### src/rtl/hdng_err_gen.sv
// rtl/hdng_err_gen.sv - wrapped, saturated heading error with settle detection
module hdng_err_gen #(
   parameter int SETTLE_CNT    = 8,
   parameter int SETTLE_THRESH = 30
) (
   input  logic              clk,
   input  logic              rst,
   input  logic signed [11:0] heading,
   input  logic              hdng_vld,
   input  logic signed [11:0] dsrd_hdng,
   input  logic              moving,
   output logic signed [9:0] err_sat,
   output logic              err_vld,
   output logic              at_hdng
);

   localparam logic [7:0]  CNT_MAX = 8'(SETTLE_CNT);
   localparam logic [10:0] THRESH  = 11'(SETTLE_THRESH);

   logic signed [11:0] err_raw;
   logic signed [11:0] dsrd_q;
   logic               s1_vld;
   logic               tgt_chg;
   logic               tgt_q;
   logic [7:0]         cnt;
   logic [7:0]         cnt_nxt;
   logic signed [9:0]  clamp_val;
   logic [10:0]        mag;

   always_comb begin
      clamp_val = err_raw[9:0];
      if (err_raw > 12'sd511)
         clamp_val = 10'sd511;
      else if (err_raw < -12'sd512)
         clamp_val = 10'b10_0000_0000;
   end

   // 11-bit magnitude so that -512 maps to 512 and never passes the threshold
   always_comb begin
      mag = {err_sat[9], err_sat};
      if (err_sat[9])
         mag = 11'd0 - {err_sat[9], err_sat};
   end

   always_comb begin
      cnt_nxt = cnt;
      if (err_vld) begin
         if (!moving || tgt_q)
            cnt_nxt = 8'd0;
         else if (mag <= THRESH)
            cnt_nxt = (cnt >= CNT_MAX) ? CNT_MAX : cnt + 8'd1;
         else
            cnt_nxt = 8'd0;
      end
   end

   always_ff @(posedge clk) begin
      if (rst) begin
         err_raw <= '0;
         dsrd_q  <= '0;
         s1_vld  <= 1'b0;
         tgt_chg <= 1'b0;
         tgt_q   <= 1'b0;
         err_sat <= '0;
         err_vld <= 1'b0;
         cnt     <= '0;
         at_hdng <= 1'b0;
      end else begin
         s1_vld <= hdng_vld;
         if (hdng_vld) begin
            err_raw <= heading - dsrd_hdng;
            dsrd_q  <= dsrd_hdng;
            tgt_chg <= (dsrd_hdng != dsrd_q);
         end
         err_vld <= s1_vld;
         if (s1_vld) begin
            err_sat <= clamp_val;
            tgt_q   <= tgt_chg;
         end
         cnt     <= cnt_nxt;
         // Look-ahead on cnt_nxt so at_hdng follows the sample one edge after err_vld
         at_hdng <= moving && (cnt_nxt == CNT_MAX);
      end
   end

endmodule

### config.mk
export PLATFORM = sky130hd
export DESIGN_NAME = hdng_err_gen
export DESIGN_NICKNAME = d
export VERILOG_FILES = /design/src/rtl/hdng_err_gen.sv
export SDC_FILE = /design/constraint.sdc
export NUM_CORES = 1
export LEC_CHECK = 0
export CAP_MARGIN = 20
export CORE_MARGIN = 4
export CORE_UTILIZATION = 55
export CTS_BUF_LIST = sky130_fd_sc_hd__clkbuf_16
export DETAILED_ROUTE_END_ITERATION = 10
export HOLD_SLACK_MARGIN = 0.03
export PLACE_DENSITY = 0.86
export REMOVE_ABC_BUFFERS = 1
export SETUP_SLACK_MARGIN = 0.05
export SKIP_LAST_GASP = 1
export SLEW_MARGIN = 20
export SYNTH_ARGS = -nofsm -noshare
export SYNTH_HDL_FRONTEND = slang
export SYNTH_SLANG_ARGS = --single-unit
### constraint.sdc
create_clock -name clk -period 5.67 [get_ports clk]
set_clock_uncertainty 0.1 [all_clocks]
set_input_delay 1.134 -clock clk [delete_from_list [all_inputs] [get_ports clk]]
set_output_delay 1.134 -clock clk [all_outputs]
set_load 0.1 [all_outputs]
Word level (Yosys, flattened, before mapping)
Cells that the tools add are included.
{"block": "word_totals", "elab_cells": 28, "regBits": 47, "in_bits": 28, "out_inout_bits": 12}
{"block": "op_classes", "addsub": 3, "n_eq_ne": 2, "order_cmp": 4, "reduce_logical": 3, "mux": 7}
{"op": "two-way mux 8 bit", "count": 4}
{"op": "two-way mux 10 bit", "count": 2}
{"op": "> comparator 12 x 10 -> 1 bit, second input constant", "count": 1}
{"op": "less-than comparator 12 x 10 -> 1 bit, second input constant", "count": 1}
{"op": "inequality test 12 bit", "count": 1}
{"op": "subtractor 12 bit", "count": 1}
{"op": "less-or-equal comparator 11 x 5 -> 1 bit, second input constant", "count": 1}
{"op": "two-way mux 11 bit", "count": 1}
{"op": "subtractor 1 x 10 -> 11 bit, first input constant", "count": 1}
{"op": "adder 8 x 1 -> 8 bit, second input constant", "count": 1}
{"op": "== test 8 x 4 -> 1 bit, second input constant", "count": 1}
{"op": "greater-or-equal comparator 8 x 4 -> 1 bit, second input constant", "count": 1}
{"op": "logical AND 1 bit", "count": 1}
{"op": "zero test 1 bit", "count": 1}
{"op": "logical OR 1 bit", "count": 1}

Longest topological paths before layout
{"block": "depth", "word_depth": 8, "mapped_depth": 9}

Worst setup path before layout
OpenSTA, ideal clock, no wires.
{"block": "synth_timing", "path_kind": "input -> register", "startpoint": "input port heading[0]", "endpoint": "register err_raw[10]", "required_time_ps": 5453, "cell_stages": 9, "path_slack_ps": 2789, "arrival_time_ps": 2663, "path_buffers": 0, "cell_sequence": "inv_1 ha_1 fa_1 nor2b_4 o31a_1 o21bai_2 a21oi_1 or3_1 a32o_1"}
{"block": "synth_between", "elab_chain_cells": 1}
{"item": "start: declaration", "line": "8", "text": "input logic signed [11:0] heading,"}
{"item": "subtractor 12 bit", "line": "71", "text": "err_raw <= heading - dsrd_hdng;"}
{"item": "end signal: assignment", "line": "71"}
{"item": "end: declaration", "line": "20", "text": "logic signed [11:0] err_raw;"}
No other way between the ends.
A chain may end at the register's enable or synchronous reset.

Worst setup path in the final report
{"block": "layout_timing", "startpoint": "input port dsrd_hdng[1]", "endpoint": "register err_raw[11]"}
{"block": "layout_between", "elab_chain_cells": 1}
{"item": "start: declaration", "line": "10", "text": "input logic signed [11:0] dsrd_hdng,"}
{"item": "subtractor 12 bit", "line": "71"}
No other way between the ends.

==> summary.md <==
| Metric | Value |
|---|---|
| CTS Sinks | 47 |
| Row cnt | 24 |
| Synth Instances | 282 |
| IO Port Bufs | 39 |
| Max_cap viols | 0 |
| Detail Route Antenna Nets | 0 |
| Post-Layout Cell Count | 374 |
| Critical path's largest stage delay | 0.57 ns |
| Drt pass-1 iters | 4 |
| Post-synth ARST share | 0% |
| # hold bufs at CTS | 0 |
| Clk buf depth | 2 |
| Part of the cycle the worst path needs | 57.4% |
| Yosys warns | 0 |
| Leak Pwr | 1.24 nW |
| Share of cells above drive strength 1 | 5.59% |
| Overall routed net length | 5.06 mm |
| Synth Cell Area | 0.00248 mm2 |
| Post-CTS sizing | 0 |
| Hpwl dp | 3.87 mm |
| Final Hold Slack | 0.357 ns |
| Pwr Density | 272 mW/mm2 |
| DR WL/cell | 13.5 um |
| Final hold violation count | 0 |
| Crit Path Max Fanout | 4 |
| Adder-cell share of the synthesized area | 7.87% |
| Top cells by area, synth | dfxtp_1, ha_1, mux2i_1, nor2_1, a21oi_1 |
| Fmax | 0.307 GHz |
| Synth unique cells | 51 |
| Vias | 2074 |
| Setup-failing EPs final | 0 |
| Worst-Margin Slew | 0.967 ns |
| Clk_lat worst skew | 0.28 ns |
| Worst VDD drop | 0.145 mV |
| Simple-gate share of the synthesized area | 19.0% |
| GPL Wtd Cong | 0.842 |
| Slew Limit Fails | 0 |
| # fillers | 342 |
| Clock Pin Slew Worst Setup and Hold Paths | 0.06 ns |
| Slew HR | 35.3% |
| Hold crit path type | flip-flop to flip-flop |
| Post-route minimum period | 3.26 ns |
| Largest family of logic cells by synthesized area | simple AND/OR/NAND/NOR gates |
| Remaining Overflow, GRT | 0 |
| Fin Setup TNS | 0 ns |
| Root Buffer | clkbuf_16 |
| Final net count | 364 |
| Main flop type after synthesis | dfxtp_1 |
| Iter 0 DRT Violations | 78 |
| CP endpoint kind | flip-flop |
| RSZ-0062 raised after global routing | false |
| Number of diodes | 0 |
| Io pins | 40 |
| DR DRC count | 0 |
| Yosys top cell by area | dfxtp_1 |
| Post-synthesis xor/xnor area fraction | 5.30% |
| Worst Path Buf+Inv | 2 |
| First-pass GRT wire length | 8.30 mm |
| #FFs+latches synth | 47 |
| Vias in the first global route | 1935 |
| Setup crit start kind | input port |
| Sequential share of the synthesized area | 38.0% |
| Share of the synthesized area in the top cell type | 38.0% |
| Die Width | 75.1 um |
| Largest net degree at the start of global routing | 27 |
| WP data required | 5.75 ns |
| Worst path cell trace | clkdlybuf4s50_1, inv_1, ha_1, nor2b_2, o2111ai_1, a211oi_2, o211ai_1, a2111o_1, o311ai_1 |
| Compound-cell area share of the yosys netlist | 18.5% |
| Syn avg cell area | 8.79 um2 |
| CP delay by family, top | compound AO/OA/AOI/OAI gates |
| Placed cells | 366 |
| Area Overhead vs Synth | 23.4% |
| Antenna violations before repair | 0 |
| Die ar. | 0.00564 mm2 |
| CORE AREA | 0.00435 mm2 |
| Worst path slowest cell | clkdlybuf4s50_1 |
| Post-DR vias/cell | 5.55 |
| Number of CTS-inserted buffers | 5 |
| Kind of critical path | input port to flip-flop |
| CTS H-Tree Depth | 2 |
| Starting density of the core | 56.9% |
| Core Util, Final | 70.3% |
| Die Height | 75.1 um |
| Status | finished clean |
| Post-synth EDFFs | 0 |
| Buffer count from post-CTS setup fixing | 0 |
| WP data arrival | 3.33 ns |
| Post-synthesis mux area share | 6.92% |
| CTS tree | done |
| Gr usage total | 19.0% |
## synth_stat cells (2+ instances only)
| cell type | count |
|---|---|
| xnor2_1 | 7 |
| nand2b_1 | 13 |
| nor4_1 | 6 |
| nand3_1 | 5 |
| dfxtp_1 | 47 |
| a211oi_2 | 2 |
| nor3_1 | 4 |
| and2_1 | 4 |
| inv_1 | 19 |
| a21o_1 | 4 |
| nor2_1 | 30 |
| o211ai_1 | 3 |
| ha_1 | 14 |
| o21ai_0 | 16 |
| mux2i_1 | 16 |
| a32o_1 | 2 |
| o21a_1 | 3 |
| nor2b_1 | 2 |
| xor2_1 | 8 |
| or3_1 | 3 |
| clkbuf_1 | 7 |
| a21oi_1 | 20 |
| nand3b_1 | 2 |
| a211oi_1 | 3 |
| o21bai_1 | 2 |
| a41oi_1 | 2 |
| nand2_1 | 11 |
| nand4_1 | 4 |
## worst register-to-register path, stage by stage (launching register included)
cell and delay (ns):
dfxtp_1 0.43, inv_1 0.09, ha_1 0.29, nand2_1 0.07
o31ai_1 0.07, o211ai_1 0.22, nand3_1 0.18, mux2_2 0.30
nor2_1 0.08
## layout make-up
cell class                      count  area (um2)  share of cell area, %
Tap cell                           52        65.1                   2.13
Sequential cell                    47         941                   30.8
Clock buffer                        5         125                   4.09
Inverter                           20        75.1                   2.45
Multi-Input combinational cell    206        1430                   46.7
Timing Repair Buffer               41         405                   13.3
Clock inverter                      3        20.0                  0.654
## layer usage
metal / track usage [%] / routed length, um
met5: 0 / 0
met3: 3.87 / 199
met4: 6.21 / 45
met2: 33.8 / 2490
met1: 22.7 / 2320
## stage by stage
stage / setup slack, ns / instance area, um2 / power (W)
finish: 2.41 / 3060 / 0.000833
global placement: 2.22 / 2910 / 0.000550
CTS: 2.42 / 3060 / 0.000840
detailed placement: 2.12 / 2910 / 0.000556
floorplan: 2.79 / 2440 / 0.000494
global route: 2.24 / 3060 / 0.000872
## state kept, by name, summed over array words and instances, names as in the netlist
register  count
dsrd_q       12
err_raw      12
err_sat      10
cnt           8
at_hdng       1
err_vld       1
s1_vld        1
tgt_chg       1
tgt_q         1
## power breakdown
part / leakage, nW / switching (W) / total, W / internal, W
registers: 0.385 / 0.0000167 / 0.000367 / 0.000350
logic: 0.784 / 0.000105 / 0.000183 / 0.0000774
clock network: 0.0674 / 0.000121 / 0.000284 / 0.000162
total: 1.24 / 0.000243 / 0.000833 / 0.000590
## logic make-up after synthesis
kind of cell,Yosys count
simple gates,90
flops,47
fa+ha+maj,15
buf+inv,29
compound gates,69
xor+xnor,15
mux,17
## worst paths after layout
check,from,end,slack [ns],cells past startpoint
hold / removal,cnt[4]$_SDFF_PP0_,cnt[4]$_SDFF_PP0_,0.36,1
setup reg to reg,err_sat[0]$_SDFFE_PP0P_,cnt[0]$_SDFF_PP0_,3.77,8
setup / recovery,dsrd_hdng[1],err_raw[11]$_SDFFE_PP0P_,2.41,9
hold reg to reg,cnt[4]$_SDFF_PP0_,cnt[4]$_SDFF_PP0_,0.36,1
## placed cells by master, fill, tap and decap left out, types with 2 or more instances in the layout
cell type,synthesis,final
a211oi_1,3,3
a211oi_2,2,2
a21o_1,4,4
a21oi_1,20,20
a32o_1,2,2
a41oi_1,2,2
and2_1,4,4
buf_4,0,2
clkbuf_16,0,5
clkdlybuf4s50_1,0,39
clkinv_1,1,2
dfxtp_1,47,47
ha_1,14,14
inv_1,19,19
mux2i_1,16,16
nand2_1,11,11
nand2b_1,13,13
nand3_1,5,5
nand3b_1,2,2
nand4_1,4,4
nor2_1,30,30
nor2b_1,2,2
nor3_1,4,4
nor4_1,6,6
o211ai_1,3,3
o21a_1,3,3
o21ai_0,16,16
o21bai_1,2,2
or3_1,3,3
xnor2_1,7,7
xor2_1,8,8
Note: power is estimated with default switching activity, not from simulation.
